### src/rtl/hex_entry.sv
// Hex value editor: buttons pick a nibble and step it, and C hands the value to the core.
// Define HEX_ENTRY_AUTO_REPEAT_EN to make U/D auto-repeat while they are held.
module hex_entry #(
  parameter int REPEAT_DELAY = 50,
  parameter int REPEAT_RATE  = 10
) (
  input  logic        CLK,
  input  logic        RST,
  input  logic        dBTNL,
  input  logic        dBTNR,
  input  logic        dBTNU,
  input  logic        dBTND,
  input  logic        dBTNC,
  output logic [31:0] entry_val,
  output logic [2:0]  cursor,
  output logic        wr_valid,
  output logic [31:0] wr_data,
  input  logic        wr_ready,
  output logic        busy
);

  // state  | meaning
  // EDIT   | buttons edit entry_val / cursor
  // COMMIT | wr_valid held until the core accepts wr_data; buttons ignored
  typedef enum logic {S_EDIT = 1'b0, S_COMMIT = 1'b1} state_t;

  state_t state, state_nxt;

  if (REPEAT_DELAY < 1 || REPEAT_DELAY > 255) begin : g_bad_delay
    $error("hex_entry: REPEAT_DELAY must be 1..255");
  end
  if (REPEAT_RATE < 1 || REPEAT_RATE > 255) begin : g_bad_rate
    $error("hex_entry: REPEAT_RATE must be 1..255");
  end

  logic [4:0] btn, btn_prev, ev;
  logic       ev_c, ev_u, ev_d, ev_l, ev_r;
  logic       rpt_u, rpt_d;
  logic       in_edit;
  logic       act_c, act_u, act_d, act_l, act_r;
  logic [3:0] nib;

  assign btn = {dBTNC, dBTNU, dBTND, dBTNL, dBTNR};
  assign ev  = btn & ~btn_prev;
  assign {ev_c, ev_u, ev_d, ev_l, ev_r} = ev;
  assign in_edit = (state == S_EDIT);

  // Previous levels reset high so a button held through reset must be re-pressed.
  always_ff @(posedge CLK or negedge RST) begin
    if (!RST) btn_prev <= 5'b11111;
    else      btn_prev <= btn;
  end

`ifdef HEX_ENTRY_AUTO_REPEAT_EN
  localparam logic [7:0] RPT_DELAY_C = 8'(REPEAT_DELAY);
  localparam logic [7:0] RPT_RATE_C  = 8'(REPEAT_RATE);

  logic [7:0] rpt_cnt;
  logic [1:0] held, held_q;
  logic       held_press, rpt_fire;

  // U wins over D when both are held.
  always_comb begin
    held = 2'd0;
    if (dBTNU)      held = 2'd1;
    else if (dBTND) held = 2'd2;
  end

  assign held_press = (held == 2'd1 && ev_u) || (held == 2'd2 && ev_d);
  assign rpt_fire   = in_edit && !held_press && (held != 2'd0) &&
                      (held == held_q) && (rpt_cnt == 8'd1);
  assign rpt_u      = rpt_fire && (held_q == 2'd1);
  assign rpt_d      = rpt_fire && (held_q == 2'd2);

  // Down-counter armed only by a real press edge; 0 means idle, 1 is terminal count.
  always_ff @(posedge CLK or negedge RST) begin
    if (!RST) begin
      rpt_cnt <= 8'd0;
      held_q  <= 2'd0;
    end else begin
      held_q <= held;
      if (in_edit && held_press)
        rpt_cnt <= RPT_DELAY_C;
      else if (!in_edit || held == 2'd0 || held != held_q)
        rpt_cnt <= 8'd0;
      else if (rpt_cnt == 8'd1)
        rpt_cnt <= RPT_RATE_C;
      else if (rpt_cnt != 8'd0)
        rpt_cnt <= rpt_cnt - 8'd1;
    end
  end
`else
  assign rpt_u = 1'b0;
  assign rpt_d = 1'b0;
`endif

  // One action per cycle, C > U > D > L > R; losers are dropped.
  always_comb begin
    act_c = 1'b0;
    act_u = 1'b0;
    act_d = 1'b0;
    act_l = 1'b0;
    act_r = 1'b0;
    if (in_edit) begin
      if (ev_c)               act_c = 1'b1;
      else if (ev_u || rpt_u) act_u = 1'b1;
      else if (ev_d || rpt_d) act_d = 1'b1;
      else if (ev_l)          act_l = 1'b1;
      else if (ev_r)          act_r = 1'b1;
    end
  end

  assign nib = entry_val[{cursor, 2'b00} +: 4];

  always_ff @(posedge CLK or negedge RST) begin
    if (!RST) state <= S_EDIT;
    else      state <= state_nxt;
  end

  always_comb begin
    state_nxt = state;
    case (state)
      S_EDIT:   if (act_c)    state_nxt = S_COMMIT;
      S_COMMIT: if (wr_ready) state_nxt = S_EDIT;
      default:  state_nxt = S_EDIT;
    endcase
  end

  always_comb begin
    busy     = (state == S_COMMIT);
    wr_valid = (state == S_COMMIT);
  end

  always_ff @(posedge CLK or negedge RST) begin
    if (!RST) begin
      entry_val <= 32'd0;
      cursor    <= 3'd0;
      wr_data   <= 32'd0;
    end else begin
      if (act_c) wr_data <= entry_val;
      if (act_u) entry_val[{cursor, 2'b00} +: 4] <= nib + 4'd1;
      if (act_d) entry_val[{cursor, 2'b00} +: 4] <= nib - 4'd1;
      if (act_l) cursor <= cursor + 3'd1;
      if (act_r) cursor <= cursor - 3'd1;
    end
  end

endmodule

### config.mk
export PLATFORM = sky130hd
export DESIGN_NAME = hex_entry
export DESIGN_NICKNAME = d
export VERILOG_FILES = /design/src/rtl/hex_entry.sv
export SDC_FILE = /design/constraint.sdc
export NUM_CORES = 1
export LEC_CHECK = 0
export CORE_MARGIN = 2
export CORE_UTILIZATION = 32
export CTS_BUF_LIST = sky130_fd_sc_hd__clkbuf_8
export DETAILED_ROUTE_END_ITERATION = 12
export GPL_TIMING_DRIVEN = 1
export PLACE_DENSITY_LB_ADDON = 0.08
export REMOVE_ABC_BUFFERS = 1
export SYNTH_ARGS = -nofsm -noshare
export SYNTH_HDL_FRONTEND = slang
export SYNTH_SLANG_ARGS = --single-unit
### constraint.sdc
create_clock -name CLK -period 4.7 [get_ports CLK]
set_input_delay 0.705 -clock CLK [delete_from_list [all_inputs] [get_ports CLK]]
set_output_delay 0.705 -clock CLK [all_outputs]
set_load 0.005 [all_outputs]
==> results of run 1 <==
-- logic make-up (layout without fill, tap and decap cells) --
family,count (synthesis),count (layout),synth area share
compound gates,48,48,0.0896
xor+xnor,6,6,0.0205
fa+ha+maj,8,8,0.0294
buf+inv,20,100,0.0280
flops,73,73,0.501
mux,58,58,0.216
simple gates,74,74,0.116
-- path summary, 6_finish.rpt --
check | startpoint | to | cells past startpoint
hold reg to reg | wr_data[14]$_DFFE_PN0P_ | wr_data[14]$_DFFE_PN0P_ | 1
min in group CLK | wr_data[14]$_DFFE_PN0P_ | wr_data[14]$_DFFE_PN0P_ | 1
max in group asynchronous | RST | entry_val[15]$_DFF_PN0_ | 1
setup reg to reg | cursor[0]$_DFFE_PN0P_ | entry_val[22]$_DFF_PN0_ | 9
setup / recovery | cursor[0]$_DFFE_PN0P_ | entry_val[22]$_DFF_PN0_ | 9
hold / removal | RST | wr_data[10]$_DFFE_PN0P_ | 1
-- critical path: stages (launching register included) --
cell and delay [ps]:
sky130_fd_sc_hd__dfrtp_1 590, sky130_fd_sc_hd__buf_4 300, sky130_fd_sc_hd__mux4_2 560, sky130_fd_sc_hd__mux2i_4 280, sky130_fd_sc_hd__inv_1 100, sky130_fd_sc_hd__ha_1 240, sky130_fd_sc_hd__xor2_2 280, sky130_fd_sc_hd__a22oi_2 90
sky130_fd_sc_hd__nor2b_4 160, sky130_fd_sc_hd__mux2_2 250
-- area by class of cell --
class / count / area [um2] / area share
inverters: 7 / 26.3 / 0.00555
repair buffers: 78 / 773 / 0.163
multi-input cells: 194 / 1730 / 0.366
well taps: 143 / 179 / 0.0378
flip-flops and latches: 73 / 1830 / 0.387
clock inverters: 5 / 56.3 / 0.0119
clock buffers: 10 / 138 / 0.0291
-- sequential cells by signal (all words and copies together), names as in the netlist --
register,cells
wr_data,32
entry_val,32
cursor,3
btn_prev,5
busy,1
-- metrics by stage --
step	area (um2)	total power (W)	worst slack [ps]	hold WS [ps]	util
global placement	4540	0.00290	1610	466	0.403
detailed placement	4540	0.00291	1580	479	0.403
CTS	4740	0.00342	1700	496	0.420
finish	4740	0.00337	1740	477	0.420
floorplan	3580	0.00206	1540	409	-
global route	4740	0.00361	1470	508	0.420
-- routing by layer --
metal | part of all wire | track usage | routed length, um | vias up
li1 | - | - | - | 1214
met1 | 0.46 | 0.227 | 4430 | 1324
met2 | 0.48 | 0.248 | 4560 | 69
met3 | 0.044 | 0.0268 | 423 | 14
met4 | 0.017 | 0.0650 | 163 | 0
met5 | 0 | 0 | 0 | -
-- cell usage after synthesis, types with 2 or more instances --
cell type,n
sky130_fd_sc_hd__dfrtp_1,68
sky130_fd_sc_hd__mux2_2,29
sky130_fd_sc_hd__nand2_1,17
sky130_fd_sc_hd__nor2_1,16
sky130_fd_sc_hd__mux2_1,12
sky130_fd_sc_hd__a21oi_1,9
sky130_fd_sc_hd__o21ai_0,9
sky130_fd_sc_hd__a22o_1,7
sky130_fd_sc_hd__ha_1,7
sky130_fd_sc_hd__mux4_2,6
sky130_fd_sc_hd__nor2b_1,6
sky130_fd_sc_hd__clkbuf_1,5
sky130_fd_sc_hd__dfstp_2,5
sky130_fd_sc_hd__mux2i_1,5
sky130_fd_sc_hd__o22ai_1,5
sky130_fd_sc_hd__a31oi_1,4
sky130_fd_sc_hd__inv_1,4
sky130_fd_sc_hd__mux2i_4,4
sky130_fd_sc_hd__nand3_1,4
sky130_fd_sc_hd__and2_1,3
sky130_fd_sc_hd__and3_1,3
sky130_fd_sc_hd__buf_1,3
sky130_fd_sc_hd__buf_6,3
sky130_fd_sc_hd__inv_2,3
sky130_fd_sc_hd__nand3b_1,3
sky130_fd_sc_hd__nor3_2,3
sky130_fd_sc_hd__a32o_1,2
sky130_fd_sc_hd__mux4_1,2
sky130_fd_sc_hd__nand2b_1,2
sky130_fd_sc_hd__nand4_1,2
sky130_fd_sc_hd__nor3_1,2
sky130_fd_sc_hd__nor3b_1,2
sky130_fd_sc_hd__nor4_1,2
sky130_fd_sc_hd__o21ai_1,2
sky130_fd_sc_hd__o22a_1,2
sky130_fd_sc_hd__or3_1,2
sky130_fd_sc_hd__xnor2_1,2
sky130_fd_sc_hd__xor2_2,2
-- power groups by stage --
stage | Combinational [W] | Sequential [W] | Clock (W)
after floorplan | 0.000956 | 0.00110 | 0
after detailed placement | 0.00175 | 0.00116 | 0
after global routing | 0.00189 | 0.00118 | 0.000536
final | 0.00175 | 0.00113 | 0.000493
after global placement | 0.00175 | 0.00115 | 0
after CTS | 0.00176 | 0.00114 | 0.000509
==> Flow_metrics.wiki, run 1 <==
{| class="wikitable"
! Metric !! Value
|-
| Syn avg cell area || 12.8 um2
|-
| H-tree levels || 3
|-
| Switching share of power || 0.385
|-
| Remaining routing DRC violations || 0
|-
| Setup slack of the most critical reg-to-reg path || 1740 ps
|-
| Post-cts hold buffer count || 0
|-
| Share of layout cells above drive strength 1 || 0.207
|-
| Maximum clock frequency || 338 MHz
|-
| Number of placement rows || 39
|-
| Ys async rst share || 1.00
|-
| Initial Utilization || 0.325
|-
| Leading post-synthesis cells by cell area || sky130_fd_sc_hd__dfrtp_1, sky130_fd_sc_hd__mux2_2, sky130_fd_sc_hd__mux2_1, sky130_fd_sc_hd__mux4_2, sky130_fd_sc_hd__dfstp_2
|-
| Outcome || finished, final reports clean
|-
| Layout net count || 379
|-
| Arrival @ worst endpoint || 3200 ps
|-
| TritonCTS clock tree || built
|-
| Period utilisation layout || 0.630
|-
| Most common cell after layout, fill and taps aside || sky130_fd_sc_hd__clkdlybuf4s50_1
|-
| Fill cell total of the finished layout || 1098
|-
| Total clock buffers created by CTS || 9
|-
| Detailed-router iteration count before antenna repair || 4
|-
| Clock network fraction of total power || 0.146
|-
| Clk buf depth || 2
|-
| Number of buffers inserted to repair setup after CTS || 0
|-
| Number of violations of the max-capacitance limit || 0
|-
| Final setup violation count || 0
|-
| Count of endpoints failing hold in the final timing report || 0
|-
| Final worst clock skew || 11.5 ps
|-
| Switching power of the nets || 0.00130 W
|-
| Synth Cell Area || 0.00366 mm2
|-
| Number of antenna violations at the first check in global routing || 0
|-
| Final antenna diode count || 0
|-
| Relative contribution of combinational cells to total power || 0.518
|-
| Pwr Density || 712 mW/mm2
|-
| Data required time of the worst path || 4940 ps
|-
| VDD IR max || 243 uV
|-
| Setup total negative slack || 0 ps
|-
| Classification of the worst-slack hold path || primary input to asynchronous set/reset pin
|-
| Placer Congestion || 0.905
|-
| Post-DR wirelength/cell || 18.8 um
|-
| Clock Latency Late Sink || 360 ps
|-
| Final Instance Count excl. Fillers || 510
|-
| Synthesis Warnings || 0
|-
| First-pass GRT wire length || 15.3 mm
|-
| Maximum number of pins on one net before global-route repair || 74
|-
| Buffers added on ports || 76
|-
| Instance count after placement with tap cells included || 495
|-
| Via count of the first global-routing pass || 2661
|-
| Number of enable-type register cells in the synthesized netlist || 0
|-
| Actual transition at the worst max-transition pin || 946 ps
|-
| Cell chosen for the clock root || sky130_fd_sc_hd__clkbuf_8
|-
| Pins over their slew limit || 0
|-
| Vias || 2621
|-
| Clock sink total || 73
|-
| Most frequently used flop master after synthesis || sky130_fd_sc_hd__dfrtp_1
|-
| P&R area growth vs syn || 29.4%
|-
| Top Ports || 77
|-
| Post-DP HPWL || 6.95 mm
|-
| Share of the synthesized area in the top cell type || 0.465
|-
| Worst Setup End Kind || flip-flop
|-
| Internal portion of total power || 0.00207 W
|-
| Cell type with the highest aggregate area in the netlist || sky130_fd_sc_hd__dfrtp_1
|-
| Initial detailed-routing violation count || 82
|-
| Post-cts sizing count || 0
|-
| Area of the die || 0.0123 mm2
|-
| All-Layer GR Usage || 0.161
|-
| Residual overflow from global routing || 0
|-
| Detail-routed via count per cell || 5.14
|-
| Setup crit start kind || flip-flop
|-
| Clock slew at reported path FFs || 80 ps
|-
| Count of distinct cell types in the synthesized netlist || 58
|-
| Portion of the post-synthesis area used by sequential elements || 0.501
|-
| DIE WIDTH || 111 um
|-
| Relative contribution of sequential cells to total power || 0.335
|-
| Worst Setup Path Type || flip-flop to flip-flop
|-
| Most frequent cells in the layout || sky130_fd_sc_hd__clkdlybuf4s50_1, sky130_fd_sc_hd__dfrtp_1, sky130_fd_sc_hd__mux2_2
|-
| Post-detailed-route count of antenna-violating nets || 0
|-
| Shortest clock period the worst path allows after layout || 2960 ps
|-
| Unrepaired setup endpoints after global routing || false
|-
| Cell count after synthesis || 287
|-
| Worst slew margin relative to its limit || 0.368
|-
| Leakage power || 2.03 nW
|-
| Worst-path fanout max || 11
|-
| Register bit total from synthesis || 73
|-
| Final Routed Wirelength || 9.57 mm
|-
| Core area || 0.0113 mm2
|-
| Overall die height || 111 um
|}
No activity file was read; power rests on OpenSTA's default activity.
==> run 2, diff against run 1 <==
clock period = 2.5 ns   (was 4.7 ns; I/O delays follow)
==> run 2 against run 1 <==
  * Final cell count grew 14%
  * Clock-buffer cell count unchanged
  * Sequential cell count unchanged
  * Sequential share of layout area fell by 4.6 points
  * Final area rose by 14%
  * Non-clock buffer count is 72 higher
  * Core utilization up 5.7 points
  * Wire length is 9.3% higher
  * Register-to-register slack lost 1700 ps
  * Clock skew down 5.0 ps
  * Critical endpoint is now entry_val[7]$_DFF_PN0_
  * Largest power group unchanged
  * Highest routed layer unchanged
==> Flow_metrics.wiki, run 2 (synthesized netlist as in run 1, its figures left out) <==
{| class="wikitable"
! Metric !! Value
|-
| Area of the die || 0.0123 mm2 (unchanged)
|-
| Arrival @ worst endpoint || 2790 ps (-410 ps)
|-
| Most frequent cells in the layout || sky130_fd_sc_hd__clkdlybuf4s50_1, sky130_fd_sc_hd__dfrtp_1, sky130_fd_sc_hd__buf_4
|-
| Data required time of the worst path || 2790 ps (-2150 ps)
|-
| Share of layout cells above drive strength 1 || 0.364 (+0.157)
|-
| Clk buf depth || 2 (unchanged)
|-
| Worst Setup Path Type || flip-flop to flip-flop
|-
| DIE WIDTH || 111 um (unchanged)
|-
| Post-DR wirelength/cell || 18.0 um (-4.2%)
|-
| Pwr Density || 1430 mW/mm2 (+100%)
|-
| Relative contribution of sequential cells to total power || 0.262 (-0.073)
|-
| Overall die height || 111 um (unchanged)
|-
| H-tree levels || 3 (unchanged)
|-
| Number of violations of the max-capacitance limit || 0 (unchanged)
|-
| TritonCTS clock tree || built
|-
| Leakage power || 2.39 nW (+18%)
|-
| Area after detailed placement || 0.00508 mm2 (+12%)
|-
| Placer Congestion || 0.884 (-2.3%)
|-
| Clock network fraction of total power || 0.106 (-0.040)
|-
| Initial Utilization || 0.325 (unchanged)
|-
| VDD IR max || 519 uV (+110%)
|-
| Core area || 0.0113 mm2 (unchanged)
|-
| Buffers added on ports || 76 (unchanged)
|-
| Number of placement rows || 39 (unchanged)
|-
| Post-DP HPWL || 7.90 mm (+14%)
|-
| Setup total negative slack || 0 ps (unchanged)
|-
| Layout net count || 451 (+19%)
|-
| Internal portion of total power || 0.00486 W (+130%)
|-
| Initial detailed-routing violation count || 161 (+96%)
|-
| Unrepaired setup endpoints after global routing || true
|-
| Pins over their slew limit || 0 (unchanged)
|-
| Clock slew at reported path FFs || 70 ps (about the same)
|-
| Final setup violation count || 0 (unchanged)
|-
| Shortest clock period the worst path allows after layout || 2490 ps (-470 ps)
|-
| Via count of the first global-routing pass || 3031 (+14%)
|-
| Residual overflow from global routing || 0 (unchanged)
|-
| P&R area growth vs syn || 47.0%
|-
| Period utilisation layout || 0.997 (+0.367)
|-
| Maximum number of pins on one net before global-route repair || 74 (unchanged)
|-
| Vias || 2905 (+11%)
|-
| Outcome || finished, final reports clean
|-
| Relative contribution of combinational cells to total power || 0.632 (+0.114)
|-
| Switching share of power || 0.366 (-0.0184)
|-
| Fill cell total of the finished layout || 1051 (-4.3%)
|-
| Final worst clock skew || 6.56 ps (-4.98 ps)
|-
| Actual transition at the worst max-transition pin || 949 ps (+2.61 ps)
|-
| Remaining routing DRC violations || 0 (unchanged)
|-
| Post-detailed-route count of antenna-violating nets || 0 (unchanged)
|-
| Worst slew margin relative to its limit || 0.367 (-0.000400)
|-
| Final Instance Count excl. Fillers || 582 (+14%)
|-
| Most common cell after layout, fill and taps aside || sky130_fd_sc_hd__clkdlybuf4s50_1
|-
| Number of antenna violations at the first check in global routing || 0 (unchanged)
|-
| Final Cell Area || 0.00538 mm2 (+14%)
|-
| Worst Setup End Kind || flip-flop
|-
| Largest registers || entry_val x32, wr_data x32, btn_prev x5
|-
| Final Routed Wirelength || 10.5 mm (+9.3%)
|-
| Post-cts hold buffer count || 0 (unchanged)
|-
| First-pass GRT wire length || 16.9 mm (+11%)
|-
| Maximum clock frequency || 401 MHz (+19%)
|-
| Final antenna diode count || 0 (unchanged)
|-
| Setup crit start kind || flip-flop
|-
| Worst-path fanout max || 6 (-5)
|-
| Detailed-router iteration count before antenna repair || 4 (unchanged)
|-
| Instance count after placement with tap cells included || 560 (+13%)
|-
| Total clock buffers created by CTS || 9 (unchanged)
|-
| Switching power of the nets || 0.00281 W (+120%)
|-
| Clock Latency Late Sink || 360 ps (about the same)
|-
| Detail-routed via count per cell || 4.99 (-2.9%)
|-
| All-Layer GR Usage || 0.178 (+0.0170)
|-
| Cell chosen for the clock root || sky130_fd_sc_hd__clkbuf_8
|-
| Top Ports || 77 (unchanged)
|-
| Count of endpoints failing hold in the final timing report || 0 (unchanged)
|-
| Clock sink total || 73 (unchanged)
|-
| Classification of the worst-slack hold path || primary input to asynchronous set/reset pin
|}
[run 2: cell count changes in the layout (fill, tap and decap cells not counted), moves of 3 or more]
| cell | delta |
|---|---|
| sky130_fd_sc_hd__buf_4 | +63 |
| sky130_fd_sc_hd__buf_12 | +5 |
| sky130_fd_sc_hd__buf_6 | +4 |
| sky130_fd_sc_hd__ha_1 | -3 |
| sky130_fd_sc_hd__ha_2 | +3 |
[run 2: critical path: stages, from the launching register on]
cell and delay, ps:
sky130_fd_sc_hd__dfrtp_2 480, sky130_fd_sc_hd__buf_4 160, sky130_fd_sc_hd__mux4_2 530, sky130_fd_sc_hd__mux2i_4 280
sky130_fd_sc_hd__buf_12 160, sky130_fd_sc_hd__nand2_1 70, sky130_fd_sc_hd__a31oi_1 200, sky130_fd_sc_hd__and4b_2 360
sky130_fd_sc_hd__a32o_1 190
[run 2: through the flow]
stage / power, W / worst slack, ps / utilization / hold slack, ps
3_3_place_gp: 0.00637 / -226 / 0.451 / 467
2_1_floorplan: 0.00387 / -328 / - / 79.4
3_5_place_dp: 0.00644 / -246 / 0.451 / 479
6_report: 0.00767 / 7.26 / 0.477 / 164
4_1_cts: 0.00746 / 29.9 / 0.470 / 203
5_1_grt: 0.00820 / -95.3 / 0.477 / 241
[run 2: worst paths after layout]
path	startpoint	to	slack [ps]	depth (start not counted)
worst max register to register	cursor[0]$_DFFE_PN0P_	entry_val[7]$_DFF_PN0_	7	8
max in group asynchronous	RST	cursor[0]$_DFFE_PN0P_	1680	1
min in group CLK	dBTNR	btn_prev[0]$_DFF_PN1_	440	1
worst max-delay path	cursor[0]$_DFFE_PN0P_	entry_val[7]$_DFF_PN0_	7	8
worst min register to register	wr_data[26]$_DFFE_PN0P_	wr_data[26]$_DFFE_PN0P_	480	1
worst min-delay path	RST	wr_data[10]$_DFFE_PN0P_	160	1
[run 2: per-layer routing]
metal  GRT usage  vias up  wire length [um]
met1       0.243     1469              4860
met4      0.0608        0               172
met3      0.0372       14               532
met5           0        -                 0
li1            -     1352                 -
met2       0.283       70              4890
[run 2: final cells by class]
class | count | area (um2) | area share
Sequential cell | 73 | 1830 | 0.341
Clock buffer | 10 | 138 | 0.0256
Inverter | 7 | 26.3 | 0.00488
Tap cell | 143 | 179 | 0.0333
Clock inverter | 5 | 23.8 | 0.00442
Timing Repair Buffer | 150 | 1390 | 0.259
Multi-Input combinational cell | 194 | 1790 | 0.332
[run 2: power by group through the flow]
stage | logic, W | clock network (W) | registers (W)
5_1_grt | 0.00522 | 0.000900 | 0.00208
6_report | 0.00485 | 0.000816 | 0.00201
3_3_place_gp | 0.00434 | 0 | 0.00203
2_1_floorplan | 0.00180 | 0 | 0.00207
3_5_place_dp | 0.00439 | 0 | 0.00204
4_1_cts | 0.00460 | 0.000844 | 0.00202
[run 2: timing repair]
action	CTS	global route
resized for setup	7	14
buffers inserted	2	5
pin swaps	0	6
setup endpoints to repair	20	18
